[config.mk]
export PLATFORM = sky130hd
export DESIGN_NAME = pkt_ring_buffer
export DESIGN_NICKNAME = d
export VERILOG_FILES = /design/src/rtl/pkt_ring_buffer.sv
export SDC_FILE = /design/constraint.sdc
export NUM_CORES = 1
export LEC_CHECK = 0
export CAP_MARGIN = 20
export CORE_ASPECT_RATIO = 2
export CORE_MARGIN = 2
export CORE_UTILIZATION = 51
export DETAILED_ROUTE_END_ITERATION = 8
export GPL_TIMING_DRIVEN = 0
export PLACE_DENSITY_LB_ADDON = 0.05
export REMOVE_ABC_BUFFERS = 1
export SKIP_LAST_GASP = 1
export SYNTH_ARGS = -nofsm -noshare
export SYNTH_HDL_FRONTEND = slang
export SYNTH_SLANG_ARGS = --single-unit
[constraint.sdc]
create_clock -name sys_clk -period 3.15 [get_ports sys_clk]
set_input_delay 0.315 -clock sys_clk [delete_from_list [all_inputs] [get_ports sys_clk]]
set_output_delay 0.315 -clock sys_clk [all_outputs]
set_load 0.02 [all_outputs]
[src/rtl/pkt_ring_buffer.sv]
// Multi-bank packet ring buffer: round-robin writer, whole-packet reader, drop-on-full with saturating count.
// Optional macro PKT_SOF_SYNC_EN: sof on a mid-packet word restarts the current bank at offset 0.
module pkt_ring_buffer #(
  parameter int DATA_WIDTH = 8,
  parameter int PKT_SIZE   = 10,
  parameter int NUM_BANKS  = 4,
  parameter int BANK_AW    = 13,
  parameter int DROP_CW    = 16
) (
  input  logic                             sys_clk,
  input  logic                             sys_rst_n,
  input  logic                             wr_en,
  input  logic [DATA_WIDTH-1:0]            din,
  input  logic                             sof,
  input  logic                             rd_en,
  output logic                             valid,
  output logic [DATA_WIDTH-1:0]            dout,
  output logic                             rd_last,
  output logic                             pkt_ready,
  output logic [$clog2(NUM_BANKS+1)-1:0]   pkt_cnt,
  output logic                             full,
  output logic                             overflow,
  output logic [DROP_CW-1:0]               drop_cnt
);

  localparam int BW    = $clog2(NUM_BANKS);
  localparam int CW    = $clog2(NUM_BANKS + 1);
  localparam int DEPTH = NUM_BANKS * PKT_SIZE;
  localparam int AW    = $clog2(DEPTH);
  localparam logic [BANK_AW-1:0] LAST_OFF  = BANK_AW'(PKT_SIZE - 1);
  localparam logic [BW-1:0]      LAST_BANK = BW'(NUM_BANKS - 1);

  typedef enum logic {S_WRITE = 1'b0, S_DROP = 1'b1} wstate_t;

  logic [DATA_WIDTH-1:0] r_mem [DEPTH];

  wstate_t              r_wstate, w_wstate_nxt;
  logic [BW-1:0]        r_wr_bank, w_wr_bank_nxt;
  logic [BANK_AW-1:0]   r_wr_off, w_wr_off_nxt;
  logic [BANK_AW-1:0]   r_drop_word, w_drop_word_nxt;
  logic [BANK_AW-1:0]   w_we_off;
  logic                 w_we, w_commit, w_drop_start, w_drop_inc;

  logic [BW-1:0]        r_rd_bank;
  logic [BANK_AW-1:0]   r_rd_off;
  logic [CW-1:0]        r_pkt_cnt;
  logic                 r_valid, r_rd_last, r_overflow;
  logic [DATA_WIDTH-1:0] r_dout;
  logic [DROP_CW-1:0]   r_drop_cnt;

  logic                 w_rd_fire, w_rd_end, w_release;
  logic [AW-1:0]        w_wr_addr, w_rd_addr;

`ifndef PKT_SOF_SYNC_EN
  logic w_unused_sof;
  assign w_unused_sof = sof;
`endif

  assign full      = (r_pkt_cnt == CW'(NUM_BANKS));
  assign pkt_ready = (r_pkt_cnt != '0);
  assign pkt_cnt   = r_pkt_cnt;
  assign valid     = r_valid;
  assign dout      = r_dout;
  assign rd_last   = r_rd_last;
  assign overflow  = r_overflow;
  assign drop_cnt  = r_drop_cnt;

  // Full is only judged at a packet boundary, so a packet is either stored whole or dropped whole.
  always_comb begin
    w_wstate_nxt    = r_wstate;
    w_wr_bank_nxt   = r_wr_bank;
    w_wr_off_nxt    = r_wr_off;
    w_drop_word_nxt = r_drop_word;
    w_we_off        = r_wr_off;
    w_we            = 1'b0;
    w_commit        = 1'b0;
    w_drop_start    = 1'b0;
    w_drop_inc      = 1'b0;
    case (r_wstate)
      S_WRITE: begin
        if (wr_en) begin
          if (r_wr_off == '0 && full) begin
            w_wstate_nxt    = S_DROP;
            w_drop_word_nxt = BANK_AW'(1);
            w_drop_start    = 1'b1;
            w_drop_inc      = 1'b1;
          end
`ifdef PKT_SOF_SYNC_EN
          else if (sof && r_wr_off != '0) begin
            w_we         = 1'b1;
            w_we_off     = '0;
            w_wr_off_nxt = BANK_AW'(1);
            w_drop_inc   = 1'b1;
          end
`endif
          else begin
            w_we = 1'b1;
            if (r_wr_off == LAST_OFF) begin
              w_wr_off_nxt  = '0;
              w_wr_bank_nxt = (r_wr_bank == LAST_BANK) ? '0 : r_wr_bank + BW'(1);
              w_commit      = 1'b1;
            end else begin
              w_wr_off_nxt = r_wr_off + BANK_AW'(1);
            end
          end
        end
      end
      S_DROP: begin
        if (wr_en) begin
          if (r_drop_word == LAST_OFF) begin
            w_wstate_nxt    = S_WRITE;
            w_drop_word_nxt = '0;
            w_wr_off_nxt    = '0;
          end else begin
            w_drop_word_nxt = r_drop_word + BANK_AW'(1);
          end
        end
      end
      default: w_wstate_nxt = S_WRITE;
    endcase
  end

  assign w_wr_addr = AW'(int'(r_wr_bank) * PKT_SIZE + int'(w_we_off));
  assign w_rd_addr = AW'(int'(r_rd_bank) * PKT_SIZE + int'(r_rd_off));
  assign w_rd_fire = rd_en && (r_pkt_cnt != '0);
  assign w_rd_end  = (r_rd_off == LAST_OFF);
  assign w_release = w_rd_fire && w_rd_end;

  always_ff @(posedge sys_clk) begin
    if (w_we) r_mem[w_wr_addr] <= din;
  end

  always_ff @(posedge sys_clk or negedge sys_rst_n) begin
    if (!sys_rst_n) begin
      r_wstate    <= S_WRITE;
      r_wr_bank   <= '0;
      r_wr_off    <= '0;
      r_drop_word <= '0;
      r_overflow  <= 1'b0;
      r_drop_cnt  <= '0;
    end else begin
      r_wstate    <= w_wstate_nxt;
      r_wr_bank   <= w_wr_bank_nxt;
      r_wr_off    <= w_wr_off_nxt;
      r_drop_word <= w_drop_word_nxt;
      r_overflow  <= w_drop_start;
      if (w_drop_inc && r_drop_cnt != '1) r_drop_cnt <= r_drop_cnt + DROP_CW'(1);
    end
  end

  always_ff @(posedge sys_clk or negedge sys_rst_n) begin
    if (!sys_rst_n) begin
      r_rd_bank <= '0;
      r_rd_off  <= '0;
      r_pkt_cnt <= '0;
      r_valid   <= 1'b0;
      r_dout    <= '0;
      r_rd_last <= 1'b0;
    end else begin
      r_valid   <= w_rd_fire;
      r_rd_last <= w_release;
      if (w_rd_fire) begin
        r_dout <= r_mem[w_rd_addr];
        if (w_rd_end) begin
          r_rd_off  <= '0;
          r_rd_bank <= (r_rd_bank == LAST_BANK) ? '0 : r_rd_bank + BW'(1);
        end else begin
          r_rd_off <= r_rd_off + BANK_AW'(1);
        end
      end
      if (w_commit && !w_release)      r_pkt_cnt <= r_pkt_cnt + CW'(1);
      else if (!w_commit && w_release) r_pkt_cnt <= r_pkt_cnt - CW'(1);
    end
  end

endmodule

==> results of run 1 <==
-- final cells by class --
class | instances | area [um2]
multi-input cells | 525 | 4860
clock inverters | 15 | 226
repair buffers | 62 | 763
repair inverters | 1 | 5.00
clock buffers | 48 | 987
fillers | 2467 | 13100
well taps | 427 | 534
inverters | 22 | 86.3
flip-flops and latches | 394 | 11500
-- metrics by stage --
stage | setup TNS, ps | std cells
finish | 0 | 1494
global route | -7290 | 1494
CTS | -1480 | 1490
detailed placement | -177310 | 1423
global placement | -351780 | 1411
floorplan | -25350 | 941
-- power breakdown --
part | internal (mW) | switching (mW) | total [mW]
combinational | 2.56 | 3.41 | 5.97
sequential | 6.01 | 0.338 | 6.35
clock | 2.70 | 1.84 | 4.54
total | 11.3 | 5.59 | 16.9
-- routing by layer --
layer  global-route usage  part of all wire
met1                0.252              0.36
met2                0.421              0.57
met3               0.0257             0.026
met4               0.0957             0.041
met5                    0                 0
-- sequential cells by signal (all words and copies together), names as in the netlist, 2 cells and up --
signal / count
dout: 8
pkt_cnt: 3
r_wr_bank: 2
r_wr_off: 13
drop_cnt: 16
r_rd_off: 13
r_rd_bank: 2
r_mem: 320
r_drop_word: 13
-- what timing repair did --
| item | in CTS | in global routing |
|---|---|---|
| pin swaps | 1 | 0 |
| hold buffers | 1 | 0 |
| resized for setup | 22 | 24 |
| setup buffers | 3 | 3 |
| endpoints found under the setup margin | 209 | 210 |
| endpoints found under the hold margin | 25 | 0 |
| gates cloned | 0 | 1 |
-- worst max-delay path: cells and delay by family, from the launching register on --
family,cells,cell delay [ps]
buffers and inverters,1,160
adders and majority gates,1,240
DFF,1,490
AOI/OAI and AO/OA,1,470
and+or+nand+nor,3,1410
-- logic make-up after synthesis --
group	after synthesis	share of synthesized area
compound gates	116	0.0489
xor+xnor	38	0.0202
simple gates	250	0.0750
fa+ha+maj	22	0.0181
buf+inv	66	0.0177
mux	99	0.124
flops	394	0.696
-- path summary, 6_finish.rpt --
path                            depth (start not counted)  slack (ps)           end
worst max-delay path                                    6          10  r_mem[25][6]
worst min-delay path                                    2         290       dout[6]
worst max register to register                          6          10  r_mem[25][6]
worst min register to register                          1         490  drop_cnt[10]
max in group asynchronous                               3        2240   drop_cnt[8]
min in group sys_clk                                    1         440  r_mem[38][7]
-- cell usage in the layout (no fill, tap or decap), types with 8 or more instances in the layout --
master / count
and3_1: 25
o32a_1: 8
nand2_1: 48
a21o_1: 11
nor2_2: 36
o211ai_1: 8
nand4_1: 12
edfxtp_1: 320
nor2_1: 31
xor2_1: 9
o21ai_0: 15
o22ai_1: 16
a211oi_1: 9
inv_1: 21
mux2i_1: 12
mux4_2: 79
clkbuf_16: 37
xnor2_1: 27
nor3_1: 8
dfrtp_1: 73
clkdlybuf4s50_1: 40
buf_16: 8
a21oi_1: 18
nand3_1: 41
ha_1: 18
nor4_1: 17
clkbuf_1: 9
==> impl_metrics.csv, run 1 <==
group,metric,value,unit
outcome,status,"complete, no violations",
setup_path,critPathSlowestCell,"nor2_1",
placement,portBuffers,43,
grt,grt_max_degree,50,
final_layout,drive_above_1_share,0.195,
power,leakage,6.38,nW
synth,synth_commonest_cells,"edfxtp_1, mux4_2, dfrtp_1, nor2_1, nand2_1",
floorplan,pin_count,45,
final_layout,nNetsFinal,1076,
timing,rsz0062_at_grt,"true",
power,total_power,16.9,mW
final_layout,area_delta_synth_final,15.0,%
route,wl_per_cell,24.4,um
floorplan,fp.dieH,258,um
setup_path,crit_path_end_kind,"flip-flop",
timing,fin_crit_sh,0.996,
grt,grt_first_pass_wirelength,55600,um
route,drc_errors,0,
timing,timing.hold.ws,294,ps
setup_path,crit_fanout,8,
timing,slew_violations,0,
floorplan,die_x,131,um
route,first_pass_iters,5,
setup_path,arrival,3290,ps
floorplan,rows,93,
final_layout,post-route-util,0.591,
timing,setup_viol,0,
power,peakVddDrop,0.680,mV
timing,layout_setup_ws,13.3,ps
timing,clock.fmax,319,MHz
final_layout,diodes,0,
setup_path,cp-start-kind,"flip-flop",
route,num_vias,8841,
setup_path,required,3300,ps
setup_path,worstReg2RegStart,"r_wr_off[0]",
clock_tree,clock_path_buffers,3,
setup_path,path_cells,"inv_1, ha_1, and3_1, a211oi_1, nand3_1, nor2_1",
placement,dpl_cell_area,0.0175,mm2
power,p_per_area,891,mW/mm2
placement,hpwlAfterDp,24500,um
grt,overflow,0,
synth,ys_warn_count,0,
synth,synth_seq_area_share,0.696,
clock_tree,cts-root-buf,"clkbuf_16",
synth,syn_area,0.0165,mm2
timing,max-slew-margin-rel,0.368,
synth,synthMostInstantiatedCell,"edfxtp_1",
hold_path,hp-class,"primary input to async pin",
placement,pre_cts_ws,-873,ps
flow_run,maxCapViolCount,0,
placement,gp_congestion,0.796,
clock_tree,cts_tree,"built",
floorplan,fp.coreArea,0.0320,mm2
setup_path,worst-setup-path-type,"flip-flop to flip-flop",
clock_tree,cts-htree-levels,2,
route,drt_iter0_markers,573,
timing,tightest_slew,948,ps
floorplan,initial_utilization,0.514,
grt,gr-usage-all-layers,0.225,
synth,synth_top_area_frac,0.584,
floorplan,die_area,0.0338,mm2
clock_tree,cts_buffers,35,
synth,netlist_instances,985,
route,antenna_left,0,
setup_path,crit_path_max_incr_delay,790,ps
synth,synth_top_cell_by_area,"edfxtp_1",
clock_tree,worstSkewPairLatency,530,ps
final_layout,fin_area,0.0189,mm2
timing,period_needed,3140,ps
synth,postSynthAreaPerCell,16.7,um2
synth,ys_types,52,
timing,hold_violations,0,
synth,ys_ff_latch,394,
synth,async_flop_share,0.188,
grt,grt_pass1_vias,9348,
timing,fin_skew,15.2,ps
setup_path,critPathLaunch,"r_wr_off[0]",
grt,antenna_found_initial,0,
clock_tree,clk_pin_slew,60,ps
synth,synth_ff_type,"edfxtp_1",
route,viasPerCell,5.92,
clock_tree,cts_sinks,394,
synth,synth_edf_count,320,
route,drt_wl_total,36400,um
synth,synth.area.top_cells,"edfxtp_1, dfrtp_1, mux4_2, nor2_1, xnor2_1",
No activity file was read; power rests on OpenSTA's default activity.
==> inputs of run 2 (changes only) <==
--- a/config.mk
+++ b/config.mk
@@ -6,7 +6,7 @@
 export NUM_CORES = 1
 export LEC_CHECK = 0
 export CAP_MARGIN = 20
-export CORE_ASPECT_RATIO = 2
+export CORE_ASPECT_RATIO = 1.5
 export CORE_MARGIN = 2
 export CORE_UTILIZATION = 51
 export DETAILED_ROUTE_END_ITERATION = 8
==> run 2 against run 1 <==
Clock power barely moved. Die area fell by 0.17%. Sequential share of layout area barely moved. Combinational power rose by 1%. Flip-flop and latch count did not move. Clock-buffer cell count rose by 4. Utilization rose by 0.29 points. Critical path depth did not move. First-iteration DRC count fell by 1.9%. Cell area barely moved. Global-route usage fell by 0.10 points. Critical path type unchanged.
==> impl_metrics.csv, run 2 (synthesized netlist as in run 1, its figures left out) <==
group,metric,value,unit
final_layout,layout_commonest_cell,"edfxtp_1",
setup_path,required,3560,ps
floorplan,fp.coreArea,0.0318,mm2
floorplan,die_area,0.0337,mm2
final_layout,drive_above_1_share,0.207,
final_layout,fin_area,0.0189,mm2
grt,grt_pass1_vias,9252,
route,met1_length,14500,um
power,peakVddDrop,0.792,mV
power,p_int,11.2,mW
setup_path,path_cells,"ha_4, buf_16, mux4_1, mux4_2, and3_1, o32a_1",
route,wl_met3,1430,um
setup_path,critPathSlowestCell,"ha_4",
timing,fin_crit_sh,0.972,
setup_path,arrival,3470,ps
placement,portBuffers,43,
power,leakage,6.36,nW
clock_tree,clk_pin_slew,60,ps
route,viasPerCell,6.05,
route,antenna_left,0,
power,p_seq_frac,0.376,
power,total_power,16.9,mW
floorplan,rows,80,
placement,dp_cells,1403,
setup_path,crit_path_max_incr_delay,620,ps
power,swShare,0.337,
placement,gp_congestion,0.806,
timing,period_needed,3060,ps
final_layout,instances_no_fill,1481,
final_layout,nFillCells,2456,
power,p_switching,5.70,mW
clock_tree,worstSkewPairLatency,540,ps
final_layout,diodes,0,
route,drt_iter0_markers,562,
clock_tree,cts-htree-levels,2,
setup_path,crit_path_end_kind,"flip-flop",
route,met2WireLength,19700,um
floorplan,pin_count,45,
hold_path,hp-class,"primary input to async pin",
timing,setup_viol,0,
setup_path,path_buf_inv,1,
floorplan,die_x,151,um
final_layout,area_delta_synth_final,14.9,%
timing,slew_violations,0,
grt,grt_max_degree,53,
timing,fin_skew,20.5,ps
route,drc_errors,0,
clock_tree,clock_path_buffers,3,
setup_path,worst-setup-path-type,"flip-flop to flip-flop",
floorplan,initial_utilization,0.517,
power,clkPwrFrac,0.267,
timing,tightest_slew,1100,ps
timing,clock.fmax,327,MHz
route,drt_wl_total,36800,um
route,first_pass_iters,6,
placement,pre_cts_ws,-746,ps
floorplan,fp.dieH,224,um
setup_path,crit_fanout,52,
final_layout,largest_reg_flops,320,
timing,layout_setup_ws,87.3,ps
timing,fin_tns_setup,0,ps
timing,max-slew-margin-rel,0.263,
placement,dpl_cell_area,0.0174,mm2
flow_run,maxCapViolCount,0,
grt,antenna_found_initial,0,
outcome,status,"complete, no violations",
timing,rsz0062_at_grt,"true",
setup_path,r2r_setup_slack,90,ps
timing,hold_violations,0,
clock_tree,cts_tree,"built",
grt,overflow,0,
route,top_layer,"met4",
grt,gr-usage-all-layers,0.224,
clock_tree,cts_sinks,394,
power,p_comb_frac,0.357,
final_layout,final_cell_mix,"edfxtp_1, mux4_2, dfrtp_1",
final_layout,largest_register,"r_mem",
grt,grt_first_pass_wirelength,55800,um
clock_tree,cts-root-buf,"clkbuf_16",
final_layout,nNetsFinal,1077,
clock_tree,cts_buffers,38,
setup_path,critPathTopFamily,"multiplexers",
setup_path,cp-start-kind,"flip-flop",
power,p_per_area,893,mW/mm2
route,wl_per_cell,24.8,um
placement,hpwlAfterDp,22900,um
route,num_vias,8959,
[run 2: changes by cell type in the layout (fill, tap and decap cells not counted), sizes merged]
cell	previous run	this run
clkbuf	48	52
clkinvlp	3	2
buf	21	23
bufinv	6	2
clkinv	8	15
clkdlybuf4s50	40	36
[run 2: final cells by class]
class,instances,area (um2),share of cell area
Timing Repair Buffer,60,659,0.0349
Tap cell,410,513,0.0271
Multi-Input combinational cell,525,4950,0.262
Timing Repair inverter,1,5.00,0.000265
Clock inverter,17,136,0.00721
Inverter,22,86.3,0.00456
Clock buffer,52,1100,0.0580
Sequential cell,394,11500,0.606
[run 2: per-layer routing]
| layer | track usage | vias to the layer above |
|---|---|---|
| met5 | 0 | - |
| met3 | 0.0336 | 66 |
| met1 | 0.282 | 4644 |
| met2 | 0.395 | 199 |
| met4 | 0.0760 | 0 |
| li1 | - | 4050 |
[run 2: path summary, 6_finish.rpt]
path	from	endpoint	depth (start not counted)
max in group asynchronous	sys_rst_n	r_rd_off[0]	3
min in group sys_clk	din[6]	r_mem[28][6]	1
setup reg to reg	r_rd_bank[0]	dout[5]	6
hold reg to reg	r_rd_off[12]	r_rd_off[12]	1
hold / removal	sys_rst_n	drop_cnt[12]	2
setup / recovery	r_rd_bank[0]	dout[5]	6
[run 2: what timing repair did]
action                                 in CTS  in global routing
gates resized for setup                    24                 45
buffers inserted                            5                  2
endpoints found under the hold margin      22                  0
pin swaps                                   2                  0
hold buffers                                1                  0
setup endpoints to repair                 223                219
gates cloned                                0                  1
[run 2: power by group through the flow]
stage / Clock [mW] / Combinational (mW) / Sequential, mW
floorplan: 0 / 3.67 / 6.57
global placement: 0 / 4.95 / 6.61
detailed placement: 0 / 5.67 / 6.51
CTS: 4.61 / 5.89 / 6.36
global route: 4.79 / 6.44 / 6.40
finish: 4.51 / 6.04 / 6.35
[run 2: through the flow]
step	util	hold WS, ps
2_1_floorplan	-	19.4
3_3_place_gp	0.540	471
3_5_place_dp	0.545	259
4_1_cts	0.588	226
5_1_grt	0.594	258
6_report	0.594	235
==> inputs of run 3 (changes only) <==
--- a/config.mk
+++ b/config.mk
@@ -6,13 +6,12 @@
 export NUM_CORES = 1
 export LEC_CHECK = 0
 export CAP_MARGIN = 20
-export CORE_ASPECT_RATIO = 1.5
 export CORE_MARGIN = 2
 export CORE_UTILIZATION = 51
 export DETAILED_ROUTE_END_ITERATION = 8
+export GPL_ROUTABILITY_DRIVEN = 1
 export GPL_TIMING_DRIVEN = 0
 export PLACE_DENSITY_LB_ADDON = 0.05
-export REMOVE_ABC_BUFFERS = 1
 export SKIP_LAST_GASP = 1
 export SYNTH_ARGS = -nofsm -noshare
 export SYNTH_HDL_FRONTEND = slang
==> run 3 against run 2 <==
The flow now finishes with violations (setup timing). Combinational power up 3%. Global-route usage is essentially flat. Flip-flop and latch count stayed put. First-iteration DRC count increased by 30%. Non-clock buffer count is 32 higher. Critical endpoint is now r_mem[8][4]. Largest cell class unchanged.
==> impl_metrics.csv, run 3 (synthesized netlist as in run 1, its figures left out) <==
group,metric,value,unit
timing,layout_setup_ws,-23.7,ps
power,p_per_area,909,mW/mm2
timing,rsz0062_at_grt,"true",
placement,pre_cts_ws,-452,ps
placement,hpwlAfterDp,23900,um
floorplan,die_x,184,um
timing,clock.fmax,315,MHz
setup_path,r2r_cells,6,
clock_tree,clock_path_buffers,3,
power,peakVddDrop,0.481,mV
setup_path,worstReg2RegStart,"r_wr_off[0]",
synth,syn_nets,1020,
route,drc_errors,0,
grt,grt_max_degree,57,
grt,grt_pass1_vias,9145,
floorplan,initial_utilization,0.520,
clock_tree,cts_tree,"built",
setup_path,critPathLaunch,"r_wr_off[0]",
floorplan,pin_count,45,
timing,max-slew-margin-rel,0.209,
route,num_vias,9169,
route,wl_per_cell,24.1,um
final_layout,nFillCells,2366,
timing,hold_violations,0,
timing,tightest_slew,1180,ps
final_layout,drive_above_1_share,0.203,
flow_run,maxCapViolCount,0,
placement,portBuffers,43,
route,drt_wl_total,36400,um
setup_path,arrival,3330,ps
grt,grt_first_pass_wirelength,55800,um
clock_tree,cts-root-buf,"clkbuf_16",
setup_path,required,3310,ps
hold_path,hp-class,"primary input to async pin",
setup_path,crit_path_end_kind,"flip-flop",
power,leakage,6.48,nW
floorplan,die_area,0.0337,mm2
outcome,violations,"setup timing",
floorplan,fp.coreArea,0.0316,mm2
final_layout,area_delta_synth_final,15.4,%
final_layout,final_cell_mix,"edfxtp_1, mux4_2, dfrtp_1",
route,drt_iter0_markers,731,
timing,period_needed,3170,ps
placement,dp_cells,1433,
setup_path,r2r_setup_slack,-20,ps
clock_tree,cts_buffers,42,
clock_tree,cts_sinks,394,
timing,fin_skew,16.7,ps
final_layout,nNetsFinal,1112,
grt,overflow,0,
route,viasPerCell,6.08,
final_layout,largest_register,"r_mem",
setup_path,endpoint,"r_mem[8][4]",
timing,fin_crit_sh,1.01,
grt,gr-usage-all-layers,0.224,
setup_path,rr_endpoint,"r_mem[8][4]",
outcome,status,"finished with violations",
setup_path,worst-setup-path-type,"flip-flop to flip-flop",
floorplan,rows,65,
final_layout,layout_commonest_cell,"edfxtp_1",
clock_tree,cts-htree-levels,2,
clock_tree,clk_pin_slew,60,ps
clock_tree,worstSkewPairLatency,530,ps
timing,setup_viol,42,
final_layout,largest_reg_flops,320,
grt,antenna_found_initial,1,
route,antenna_left,0,
route,first_pass_iters,5,
setup_path,cp-start-kind,"flip-flop",
floorplan,fp.dieH,184,um
timing,slew_violations,0,
final_layout,diodes,0,
placement,gp_congestion,0.821,
final_layout,instances_no_fill,1509,
setup_path,crit_fanout,8,
run 3: cell types whose count changed in the layout (fill, tap and decap cells not counted), moves of 4 or more:
| cell | previous run | this run |
|---|---|---|
| buf_2 | 6 | 19 |
| clkbuf_1 | 8 | 27 |
| clkbuf_2 | 0 | 7 |
| clkinv_2 | 8 | 3 |
| nand3_1 | 36 | 40 |
| nand3_2 | 5 | 1 |
| nor2_1 | 28 | 33 |
| nor2_2 | 22 | 33 |
| nor2_4 | 18 | 2 |
| nor4_1 | 17 | 11 |
run 3: how the worst min path moves through the flow:
stage	cells past startpoint	to	from
6_report	2	dout[4]	sys_rst_n
5_1_grt	2	drop_cnt[9]	sys_rst_n
4_1_cts	2	dout[3]	sys_rst_n
3_5_place_dp	1	drop_cnt[10]	sys_rst_n
3_3_place_gp	1	r_rd_off[12]	r_rd_off[12]
2_1_floorplan	0	dout[0]	sys_rst_n
run 3: routing by layer:
metal  routed length, um  global-route usage
met5                   0                   0
met4                 860              0.0614
met3                2020              0.0319
met2               17400               0.351
met1               16000               0.331
run 3: worst max-delay path, cell delays in order (launching register included):
cell      delay, ps
dfrtp_1         460
inv_1           130
ha_1            250
and3_1          250
a211oi_1        470
nand2_1         480
nor2_1          750
run 3: per-stage QoR:
step                TNS (ps)  total power [mW]  utilization  hold slack, ps  area (um2)
detailed placement    -54220              12.2        0.551             224       17400
global placement     -131310              12.2        0.550             474       17400
global route          -16070              18.1        0.600             236       19000
floorplan                  0              10.2            -            19.4       16500
CTS                    -4470              17.2        0.598             210       18900
finish                  -440              17.3        0.600             227       19000
run 3: power by group:
group | total [mW] | switching [mW] | internal [mW]
logic | 6.23 | 3.68 | 2.55
clock network | 4.79 | 1.92 | 2.87
registers | 6.24 | 0.226 | 6.02
total | 17.3 | 5.82 | 11.4
run 3: layout make-up:
cell class	count	area (um2)	share of cell area
flip-flops and latches	394	11500	0.604
multi-input cells	525	4880	0.257
clock buffers	57	1150	0.0605
repair buffers	49	505	0.0266
well taps	402	503	0.0265
plain buffers	43	220	0.0116
clock inverters	17	181	0.00956
inverters	22	82.6	0.00435
run 3: repair_timing:
item                                    CTS  global route
pin swaps                                 1             0
hold buffers                              1             0
cloned                                    0             0
setup buffers                             2             0
endpoints found under the setup margin  232           215
gates resized for setup                  35            30
endpoints found under the hold margin    18             0
